$ cat src/rtl/uart_rx_byte.sv
// 8N1 UART byte receiver: samples each bit at mid-period, flags a bad stop bit as a framing error.
// Returns to IDLE in the middle of the stop bit, so a back-to-back start edge is caught.
module uart_rx_byte #(
   parameter int Fclk = 50000000,
   parameter int VEL  = 57600,
   parameter int Nt   = Fclk / VEL
) (
   input  logic       clk,
   input  logic       rst,
   input  logic       URXD,
   output logic [7:0] dat,
   output logic       ok_rx,
   output logic       fr_err,
   output logic       en_rx_byte,
   output logic [3:0] cb_bit,
   output logic       ce_tact
);

   localparam logic [15:0] NT_C  = 16'(Nt);
   localparam logic [15:0] NT2_C = 16'(Nt / 2);

   localparam logic [1:0] IDLE  = 2'd0;
   localparam logic [1:0] START = 2'd1;
   localparam logic [1:0] DATA  = 2'd2;
   localparam logic [1:0] STOP  = 2'd3;

   logic        rx_m_q, rx_s_q, rx_p_q;
   logic [1:0]  state_q, state_d;
   logic [15:0] cb_tact_q, cb_tact_d;
   logic [3:0]  cb_bit_q, cb_bit_d;
   logic [7:0]  sr_dat_q, sr_dat_d;
   logic [7:0]  dat_q, dat_d;
   logic        ok_rx_q, ok_rx_d;
   logic        fr_err_q, fr_err_d;

   always_comb begin
      state_d   = state_q;
      cb_tact_d = cb_tact_q;
      cb_bit_d  = cb_bit_q;
      sr_dat_d  = sr_dat_q;
      dat_d     = dat_q;
      ok_rx_d   = 1'b0;
      fr_err_d  = 1'b0;
      case (state_q)
         IDLE: begin
            cb_tact_d = 16'd0;
            // A line held low (break) never re-triggers: a real high-to-low edge is required.
            if (rx_p_q && !rx_s_q) begin
               state_d   = START;
               cb_tact_d = 16'd1;
               cb_bit_d  = 4'd0;
            end
         end
         START: begin
            if (cb_tact_q == NT2_C) begin
               if (!rx_s_q) begin
                  state_d   = DATA;
                  cb_tact_d = 16'd1;
               end else begin
                  state_d   = IDLE;
                  cb_tact_d = 16'd0;
               end
            end else begin
               cb_tact_d = cb_tact_q + 16'd1;
            end
         end
         DATA: begin
            if (cb_tact_q == NT_C) begin
               sr_dat_d  = {rx_s_q, sr_dat_q[7:1]};
               cb_bit_d  = cb_bit_q + 4'd1;
               cb_tact_d = 16'd1;
               if (cb_bit_q == 4'd7) state_d = STOP;
            end else begin
               cb_tact_d = cb_tact_q + 16'd1;
            end
         end
         STOP: begin
            if (cb_tact_q == NT_C) begin
               if (rx_s_q) begin
                  dat_d   = sr_dat_q;
                  ok_rx_d = 1'b1;
               end else begin
                  fr_err_d = 1'b1;
               end
               state_d   = IDLE;
               cb_tact_d = 16'd0;
            end else begin
               cb_tact_d = cb_tact_q + 16'd1;
            end
         end
         default: begin
            state_d   = IDLE;
            cb_tact_d = 16'd0;
         end
      endcase
   end

   always_ff @(posedge clk) begin
      if (rst) begin
         rx_m_q    <= 1'b1;
         rx_s_q    <= 1'b1;
         rx_p_q    <= 1'b1;
         state_q   <= IDLE;
         cb_tact_q <= 16'd0;
         cb_bit_q  <= 4'd0;
         sr_dat_q  <= 8'd0;
         dat_q     <= 8'd0;
         ok_rx_q   <= 1'b0;
         fr_err_q  <= 1'b0;
      end else begin
         rx_m_q    <= URXD;
         rx_s_q    <= rx_m_q;
         rx_p_q    <= rx_s_q;
         state_q   <= state_d;
         cb_tact_q <= cb_tact_d;
         cb_bit_q  <= cb_bit_d;
         sr_dat_q  <= sr_dat_d;
         dat_q     <= dat_d;
         ok_rx_q   <= ok_rx_d;
         fr_err_q  <= fr_err_d;
      end
   end

   assign dat        = dat_q;
   assign ok_rx      = ok_rx_q;
   assign fr_err     = fr_err_q;
   assign en_rx_byte = (state_q != IDLE);
   assign cb_bit     = cb_bit_q;
   assign ce_tact    = ((state_q == START) && (cb_tact_q == NT2_C)) ||
                       (((state_q == DATA) || (state_q == STOP)) && (cb_tact_q == NT_C));

endmodule

$ cat config.mk
export PLATFORM = sky130hd
export DESIGN_NAME = uart_rx_byte
export DESIGN_NICKNAME = d
export VERILOG_FILES = /design/src/rtl/uart_rx_byte.sv
export SDC_FILE = /design/constraint.sdc
export NUM_CORES = 1
export LEC_CHECK = 0
export CORE_MARGIN = 3
export CORE_UTILIZATION = 56
export DETAILED_ROUTE_END_ITERATION = 6
export GPL_TIMING_DRIVEN = 0
export PLACE_DENSITY_LB_ADDON = 0.15
export SLEW_MARGIN = 15
export SYNTH_ARGS = -nofsm -noshare
export SYNTH_HDL_FRONTEND = slang
export SYNTH_SLANG_ARGS = --single-unit
$ cat constraint.sdc
create_clock -name clk -period 2.7 [get_ports clk]
set_clock_uncertainty 0.2 [all_clocks]
set_input_delay 0.27 -clock clk [delete_from_list [all_inputs] [get_ports clk]]
set_output_delay 0.27 -clock clk [all_outputs]
set_load 0.05 [all_outputs]
Word level (Yosys, flattened, before mapping)
Cells that the tools add are included.

cells by class
  $add $sub $neg = 2
  equal/unequal tests = 11
  multiplexer cells = 18
  bitwise gates (word level) = 2
  reductions and logical operators = 14

operator list
  operator               count
  $pmux 16 s4            1
  $mux 16                3
  $add 16x1->16 const B  1
  $eq 16x10->1 const B   1
  $eq 16x9->1 const B    1
  $mux 2                 6
  $mux 4                 2
  $ne 2x2->1 const B     4
  $pmux 2 s4             1
  $pmux 4 s2             1
  $reduce_and 3->1       2
  $reduce_and 5->1       1
  $add 4x1->4 const B    1
  $eq 2x2->1 const B     2
  $eq 4x3->1 const B     1
  $mux 1                 4
  $reduce_bool 2->1      2
  $logic_and 1x1->1      3
  $reduce_or 3->1        1
  $eq 2x1->1 const B     1
  $logic_not 2->1        1
  $logic_or 1x1->1       2
  $ne 2x1->1 const B     1
  $not 1->1              2
  2 further kinds        2

word-level totals
  register bits = 43
  input port bits = 3
  output and inout bits = 16
  word-level logic and storage cells = 57

Longest topological paths before layout
Gate-level depths: netlist of the first run.

  depth in word-level cells = 4
  depth in mapped cells = 8
  mapped depth without buffers = 6

Worst setup path after synthesis of the first run
Ideal clock, no wire load.

  path kind = register to output
  start point = register cb_tact_q[3]
  end point = output port ce_tact
  arrival = 1827 ps
  data required time = 2230 ps
  path slack = 403 ps
  stages on the path, launching flop included = 4
  path buffers = 0
  cell sequence = dfxtp_1 nor4b_2 nand4_1 o22ai_1

between the ends
  word-level cells in the longest chain between the ends = 3
  elaborated cells on any way between the ends = 5
  classes of those cells = 2 x eq/ne; 3 x reduce/logical

ends and longest elaborated chain
  element                                      RTL line  RTL
  start: declaration                           29        logic [15:0] cb_tact_q, cb_tact_d;
  start signal: assignment                     115       cb_tact_q <= cb_tact_d;
  $eq 16x9->1 or $eq 16x10->1 (tied branches)  129, 130
  $logic_and 1x1->1, on equally long branches  129, 130
  $logic_or 1x1->1 *                           129       assign ce_tact = ((state_q == START) && (cb_tact_q == NT2_C)) ||
  end: declaration                             16        output logic ce_tact

Mark *: on every way between the ends. The rest lies on a longest branch, timed or not.

Final worst setup path of the first run
  start point = register cb_tact_q[12]
  end point = output port ce_tact

Same word-level chain as after synthesis.

==> results of run 1 <==
[placed cells by master (no fill, tap or decap), types with 5 or more instances in the layout]
master           count
a211oi_1             5
a21oi_1             20
clkbuf_1            14
clkbuf_4             5
clkdlybuf4s50_1     15
dfxtp_1             43
inv_1               10
nand2_1             11
nand3_1             13
nand4_1             12
nor3_1              15
o21ai_0             19
or2_2                5
or3_1                5
or4_1                5
xnor2_1              8
[critical path: cells and delay by family (launching register included)]
kind                   cells  cell delay, ps
buffers and inverters      1             300
and+or+nand+nor            2             720
AOI/OAI and AO/OA          1             240
DFF                        1             370
[where the power goes]
part           switching [mW]  internal (mW)
logic                  0.0361         0.0123
registers             0.00297          0.638
clock network           0.198          0.102
[state kept, by name (all words and copies together) (netlist names), named ones only]
register   cells
cb_tact_q     16
dat            8
sr_dat_q       8
cb_bit         4
fr_err         1
ok_rx          1
rx_m_q         1
rx_p_q         1
rx_s_q         1
state_q        1
[cell usage after synthesis (2+ instances only)]
library cell	count
a211oi_1	5
a21oi_1	20
and3_1	2
and4_1	2
buf_2	3
clkbuf_1	12
dfxtp_1	43
ha_1	4
inv_1	10
mux2i_1	2
nand2_1	11
nand3_1	13
nand4_1	12
nor3_1	15
nor3b_1	3
nor4_1	2
o211ai_1	3
o21ai_0	19
o31ai_1	4
or2_2	5
or3_1	5
or4_1	5
xnor2_1	8
xor2_1	2
[logic make-up after synthesis]
| kind of cell | count (synthesis) |
|---|---|
| muxes | 2 |
| adders and majority gates | 4 |
| buffers and inverters | 25 |
| DFF | 43 |
| AOI/OAI and AO/OA | 56 |
| and+or+nand+nor | 82 |
| xor gates and xnor gates | 10 |
[stage by stage]
stage | area, um2 | setup slack (ps)
2_1_floorplan | 1950 | 403
3_3_place_gp | 2170 | 10.5
3_5_place_dp | 2170 | 22.9
4_1_cts | 2230 | 43.2
5_1_grt | 2240 | 78.1
6_report | 2240 | 239
[path summary, 6_finish.rpt]
kind,startpoint,end,slack [ps]
setup / recovery,cb_tact_q[12],ce_tact,240
hold / removal,rst,cb_tact_q[0],60
setup reg to reg,cb_tact_q[12],cb_tact_q[2],480
hold reg to reg,rx_m_q,rx_s_q,220
[final cells by class]
class | count | share of cell area
plain buffers | 15 | 0.0268
clock buffers | 7 | 0.0201
clock inverters | 1 | 0.00223
inverters | 10 | 0.0168
multi-input cells | 154 | 0.450
flip-flops and latches | 43 | 0.384
well taps | 44 | 0.0246
repair buffers | 17 | 0.0749
[metal layers]
metal  vias up  routed length [um]  GRT usage
li1        871                   -          -
met1       778                2100      0.328
met2        46                1710      0.289
met3         7                 245     0.0693
met4         0                  55     0.0660
met5         -                   0          0
[what timing repair did]
item,in CTS,in global routing
pin swaps,0,1
resized for setup,3,5
setup endpoints to repair,1,2
setup buffers,0,0
==> impl_metrics.prom, run 1 <==
# TYPE chip_impl_metric gauge
chip_impl_info{name="status",value="finished, final reports clean"} 1
chip_impl_metric{name="ir_drop",unit="V"} 0.000344
chip_impl_metric{name="cts_made_buffers",unit=""} 5
chip_impl_metric{name="drt-wirelength-per-cell",unit="um"} 14.1
chip_impl_info{name="hold_class",value="in -> reg"} 1
chip_impl_metric{name="vias",unit=""} 1702
chip_impl_metric{name="ff_latch_area",unit="um2"} 861
chip_impl_metric{name="route.detailed.drc",unit=""} 0
chip_impl_metric{name="fin_crit_sh",unit=""} 0.911
chip_impl_metric{name="synth_enable_flop_cells",unit=""} 0
chip_impl_metric{name="worstPathArrival",unit="ps"} 1990
chip_impl_metric{name="worstHoldPathCells",unit=""} 2
chip_impl_metric{name="worst_hold_slack",unit="ps"} 63.5
chip_impl_metric{name="finish.utilization",unit=""} 0.705
chip_impl_metric{name="finish.cell_count_without_fillers",unit=""} 291
chip_impl_metric{name="clk-insertion-delay-late",unit="ps"} 360
chip_impl_metric{name="synth_adder_area_share",unit=""} 0.0257
chip_impl_metric{name="floorplan.die_area",unit="mm2"} 0.00423
chip_impl_metric{name="max-clock-path-buffers",unit=""} 2
chip_impl_metric{name="async_reset_ff_frac",unit=""} 0
chip_impl_metric{name="via_count_of_the_first_global_routing_pass",unit=""} 1485
chip_impl_metric{name="fill_cells",unit=""} 272
chip_impl_metric{name="area.growth.synth_to_final",unit="%"} 14.9
chip_impl_metric{name="cts_hold_buffers",unit=""} 0
chip_impl_metric{name="final-max-slew-violation-count",unit=""} 0
chip_impl_metric{name="crit_fanout",unit=""} 5
chip_impl_metric{name="synth_cell_types",unit=""} 36
chip_impl_metric{name="synth-xor-area-share",unit=""} 0.0449
chip_impl_metric{name="leakage",unit="nW"} 0.699
chip_impl_info{name="path_cells",value="nor4_4, nand4_1, o22ai_1, buf_2"} 1
chip_impl_metric{name="ffs_latches_synth",unit=""} 43
chip_impl_metric{name="route.detailed.vias_per_inst",unit=""} 5.85
chip_impl_metric{name="initial_core_util",unit=""} 0.613
chip_impl_metric{name="horiz_die_dim",unit="um"} 65
chip_impl_metric{name="number_of_top_level_pins",unit=""} 19
chip_impl_info{name="endpoint_kind",value="output pin"} 1
chip_impl_metric{name="row_count",unit=""} 20
chip_impl_metric{name="max_freq",unit="GHz"} 0.406
chip_impl_metric{name="die_ht",unit="um"} 65
chip_impl_metric{name="port_buffers",unit=""} 17
chip_impl_metric{name="total_power",unit="uW"} 989
chip_impl_metric{name="max_cap_violations",unit=""} 0
chip_impl_metric{name="multiplexer_share_of_the_synthesized_area",unit=""} 0.0103
chip_impl_metric{name="groute.usage.overall",unit=""} 0.217
chip_impl_metric{name="grt_antenna_before_repair",unit=""} 0
chip_impl_info{name="worstSetupPathType",value="reg -> out"} 1
chip_impl_metric{name="synthesis.instances",unit=""} 222
chip_impl_metric{name="area_used_by_multi_input_combinational_logic",unit="mm2"} 0.00101
chip_impl_metric{name="synth-compound-area-share",unit=""} 0.170
chip_impl_info{name="setup_repair_after_global_routing_missed_its_margin",value="false"} 1
chip_impl_metric{name="grt_overflow_total",unit=""} 0
chip_impl_metric{name="clk_pin_slew",unit="ps"} 120
chip_impl_info{name="critPathSlowestCell",value="nor4_4"} 1
chip_impl_metric{name="final_hold_viol_count",unit=""} 0
chip_impl_metric{name="cts.sink_count",unit=""} 43
chip_impl_metric{name="syn-mean-instance-area",unit="um2"} 8.78
chip_impl_info{name="critical_path.startpoint_type",value="register"} 1
chip_impl_metric{name="power.density_cell_area",unit="mW/mm2"} 441
chip_impl_metric{name="layout-drive-gt1-share",unit=""} 0.0891
chip_impl_metric{name="cts.htree.levels",unit=""} 2
chip_impl_metric{name="core-area",unit="mm2"} 0.00318
chip_impl_metric{name="grt_first_pass_wirelength",unit="mm"} 7.07
chip_impl_metric{name="synth_top_area_share",unit=""} 0.442
chip_impl_metric{name="ys_seq_area_frac",unit=""} 0.442
chip_impl_metric{name="timing.setup.tns",unit="ps"} 0
chip_impl_metric{name="dpl.hpwl",unit="mm"} 2.97
chip_impl_metric{name="timing.reg2reg.worst_path_depth",unit=""} 5
chip_impl_info{name="cts_root_buffer",value="clkbuf_4"} 1
chip_impl_metric{name="placed_cells_incl_taps",unit=""} 283
chip_impl_metric{name="antenna_violating_nets_post_route",unit=""} 0
chip_impl_metric{name="delay_of_the_slowest_cell_on_the_worst_path",unit="ps"} 410
chip_impl_info{name="largest_family_of_logic_cells_by_synthesized_area",value="simple AND/OR/NAND/NOR gates"} 1
chip_impl_metric{name="timing_worst_slew_pin_value",unit="ps"} 500
chip_impl_metric{name="drtPass1Iterations",unit=""} 4
chip_impl_info{name="ys_top_cells_by_area",value="dfxtp_1 44%, a21oi_1 5.1%, o21ai_0 4.9%"} 1
chip_impl_metric{name="crit_required",unit="ps"} 2230
chip_impl_metric{name="finish.net_count",unit=""} 253
chip_impl_metric{name="netlist_area",unit="mm2"} 0.00195
chip_impl_metric{name="post_synthesis_share_of_cell_area_spent_on_and_or_nand_and_nor_gates",unit=""} 0.257
chip_impl_metric{name="gp_routability_congestion",unit=""} 0.814
chip_impl_metric{name="grt_start_max_net_pins",unit=""} 13
chip_impl_metric{name="syn_nets",unit=""} 229
chip_impl_info{name="tritoncts",value="done"} 1
chip_impl_metric{name="slew_headroom",unit=""} 0.666
chip_impl_info{name="yosysTopAreaCell",value="dfxtp_1"} 1
chip_impl_metric{name="synth.yosys.warnings",unit=""} 0
chip_impl_info{name="postSynth.topFlopCell",value="dfxtp_1"} 1
chip_impl_metric{name="setup_viol",unit=""} 0
chip_impl_metric{name="num_antenna_cells",unit=""} 0
chip_impl_metric{name="wl",unit="mm"} 4.11
chip_impl_metric{name="initial_drc_count",unit=""} 145
chip_impl_metric{name="final_min_period",unit="ps"} 2460
Power figures use the tool's default switching activity.
==> run 2: changes to the inputs <==
--- a/config.mk
+++ b/config.mk
@@ -5,8 +5,7 @@
 export SDC_FILE = /design/constraint.sdc
 export NUM_CORES = 1
 export LEC_CHECK = 0
-export CORE_MARGIN = 3
-export CORE_UTILIZATION = 56
+export CORE_UTILIZATION = 50
 export DETAILED_ROUTE_END_ITERATION = 6
 export GPL_TIMING_DRIVEN = 0
 export PLACE_DENSITY_LB_ADDON = 0.15
==> run 2 against run 1 <==
- sequential power about the same
- clock-buffer cell count down 1
- die area shrank 1.7%
- total power is 30% higher
- critical path type unchanged
- critical endpoint is now en_rx_byte
==> impl_metrics.prom, run 2 (synthesis results as in run 1) <==
# TYPE chip_impl_metric gauge
chip_impl_metric{name="power.switching",unit="uW"} 264
chip_impl_info{name="setup_repair_after_global_routing_missed_its_margin",value="false"} 1
chip_impl_metric{name="port_buffers",unit=""} 17
chip_impl_metric{name="placed_cells_incl_taps",unit=""} 287
chip_impl_metric{name="antenna_violating_nets_post_route",unit=""} 0
chip_impl_metric{name="grt_first_pass_wirelength",unit="mm"} 7.57
chip_impl_metric{name="finish.net_count",unit=""} 256
chip_impl_metric{name="timing_worst_slew_pin_value",unit="ps"} 507
chip_impl_metric{name="postPlaceCellArea",unit="mm2"} 0.00218
chip_impl_info{name="cts_root_buffer",value="clkbuf_8"} 1
chip_impl_info{name="worstSetupPathType",value="reg -> out"} 1
chip_impl_metric{name="grt_overflow_total",unit=""} 0
chip_impl_metric{name="p_int",unit="mW"} 1.02
chip_impl_metric{name="setup_viol",unit=""} 0
chip_impl_metric{name="leakage",unit="nW"} 0.729
chip_impl_metric{name="ir_drop",unit="V"} 0.000355
chip_impl_metric{name="area.growth.synth_to_final",unit="%"} 20.7
chip_impl_metric{name="fin_crit_sh",unit=""} 0.942
chip_impl_metric{name="floorplan.die_area",unit="mm2"} 0.00415
chip_impl_info{name="status",value="finished, final reports clean"} 1
chip_impl_metric{name="groute.usage.overall",unit=""} 0.237
chip_impl_metric{name="max-clock-path-buffers",unit=""} 2
chip_impl_info{name="regMostFlops",value="cb_tact_q"} 1
chip_impl_metric{name="power.share.combinational",unit=""} 0.038
chip_impl_metric{name="clk-insertion-delay-late",unit="ps"} 300
chip_impl_metric{name="cts_made_buffers",unit=""} 5
chip_impl_metric{name="gp_routability_congestion",unit=""} 0.803
chip_impl_metric{name="timing.setup.tns",unit="ps"} 0
chip_impl_metric{name="grt_antenna_before_repair",unit=""} 0
chip_impl_metric{name="horiz_die_dim",unit="um"} 64.4
chip_impl_metric{name="route.detailed.vias_per_inst",unit=""} 5.75
chip_impl_metric{name="num_antenna_cells",unit=""} 0
chip_impl_metric{name="cts.sink_count",unit=""} 43
chip_impl_info{name="layout.cells.most_common",value="dfxtp_1"} 1
chip_impl_metric{name="final_hold_viol_count",unit=""} 0
chip_impl_metric{name="number_of_top_level_pins",unit=""} 19
chip_impl_metric{name="crit_fanout",unit=""} 10
chip_impl_metric{name="part_of_the_total_power_dissipated_in_sequential_elements",unit=""} 0.499
chip_impl_metric{name="dpl.hpwl",unit="mm"} 2.94
chip_impl_metric{name="worstPathArrival",unit="ps"} 2070
chip_impl_metric{name="cts.htree.levels",unit=""} 2
chip_impl_metric{name="core-area",unit="mm2"} 0.00369
chip_impl_metric{name="final_min_period",unit="ps"} 2540
chip_impl_metric{name="max_ffs_per_register",unit=""} 16
chip_impl_metric{name="drt-wirelength-per-cell",unit="um"} 14.8
chip_impl_metric{name="vias",unit=""} 1713
chip_impl_info{name="critical_path.startpoint_type",value="register"} 1
chip_impl_metric{name="slew_headroom",unit=""} 0.661
chip_impl_metric{name="max_cap_violations",unit=""} 0
chip_impl_metric{name="area_used_by_multi_input_combinational_logic",unit="mm2"} 0.00101
chip_impl_info{name="layout_common_cells",value="43 x dfxtp_1, 20 x a21oi_1, 19 x o21ai_0"} 1
chip_impl_metric{name="layout-drive-gt1-share",unit=""} 0.104
chip_impl_metric{name="final-max-slew-violation-count",unit=""} 0
chip_impl_metric{name="max_freq",unit="GHz"} 0.393
chip_impl_metric{name="route.detailed.drc",unit=""} 0
chip_impl_info{name="tritoncts",value="done"} 1
chip_impl_metric{name="initial_core_util",unit=""} 0.528
chip_impl_metric{name="die_ht",unit="um"} 64.4
chip_impl_metric{name="total_power",unit="mW"} 1.28
chip_impl_metric{name="finish.cell_count_without_fillers",unit=""} 298
chip_impl_metric{name="fill_cells",unit=""} 332
chip_impl_metric{name="ff_latch_area",unit="um2"} 861
chip_impl_metric{name="crit_required",unit="ps"} 2230
chip_impl_metric{name="cts_hold_buffers",unit=""} 0
chip_impl_metric{name="power_frac_clock",unit=""} 0.463
chip_impl_info{name="hold_class",value="in -> reg"} 1
chip_impl_metric{name="layout.cell_area.non_filler",unit="mm2"} 0.00235
chip_impl_metric{name="grt_start_max_net_pins",unit=""} 14
chip_impl_metric{name="p_sw_frac",unit=""} 0.206
chip_impl_metric{name="power.density_cell_area",unit="mW/mm2"} 545
chip_impl_metric{name="worst_hold_slack",unit="ps"} 111
chip_impl_metric{name="initial_drc_count",unit=""} 171
chip_impl_info{name="endpoint_kind",value="output pin"} 1
chip_impl_metric{name="row_count",unit=""} 22
chip_impl_metric{name="via_count_of_the_first_global_routing_pass",unit=""} 1571
chip_impl_metric{name="drtPass1Iterations",unit=""} 4
chip_impl_metric{name="clk_pin_slew",unit="ps"} 90
chip_impl_metric{name="wl",unit="mm"} 4.41
==> run 2: cell count changes in the layout (fill, tap and decap cells not counted), moves of 2 or more <==
cell       before  now
clkbuf_8        0    5
buf_4           0    3
clkbuf_4        5    0
bufinv_16       0    2
==> run 2: routing by layer <==
metal / track usage / routed length, um
met1: 0.335 / 2210
met2: 0.347 / 2000
met3: 0.0528 / 166
met4: 0.0917 / 34
met5: 0 / 0
==> run 2: critical path, cell delays in order, from the launching register on <==
cell and delay, ps:
dfxtp_1 360, clkbuf_1 300, inv_1 160, nand2_1 140
clkdlybuf4s50_1 810
==> run 2: per-stage QoR <==
step	utilization	setup slack (ps)
after floorplan	-	403
after CTS	0.627	10.4
after global placement	0.591	-42.8
final	0.638	156
after detailed placement	0.591	-50.2
after global routing	0.638	44.7
==> run 2: final cells by class <==
class                           instances  share of cell area
Tap cell                               48              0.0255
Clock inverter                          2              0.0255
Multi-Input combinational cell        154               0.428
Sequential cell                        43               0.366
Inverter                               10              0.0159
Timing Repair Buffer                   20              0.0824
Clock buffer                            6              0.0308
Buffer                                 15              0.0255
==> run 2: power groups by stage <==
stage / sequential [mW] / clock (mW) / combinational, mW
after floorplan: 0.654 / 0 / 0.0340
after global placement: 0.655 / 0 / 0.0485
after detailed placement: 0.655 / 0 / 0.0490
after CTS: 0.640 / 0.600 / 0.0491
after global routing: 0.641 / 0.630 / 0.0543
final: 0.640 / 0.594 / 0.0491
==> run 2: worst paths after layout <==
path	startpoint	end	slack, ps	cells after the start
hold / removal	rst	cb_tact_q[0]	110	2
hold reg to reg	rx_m_q	rx_s_q	220	1
setup reg to reg	cb_tact_q[3]	cb_tact_q[10]	500	5
setup / recovery	state_q[0]	en_rx_byte	160	4
==> run 2: timing repair <==
action / CTS / global route
buffers inserted: 0 / 3
gates resized for setup: 3 / 2
setup endpoints to repair: 1 / 1
pin swaps: 0 / 1
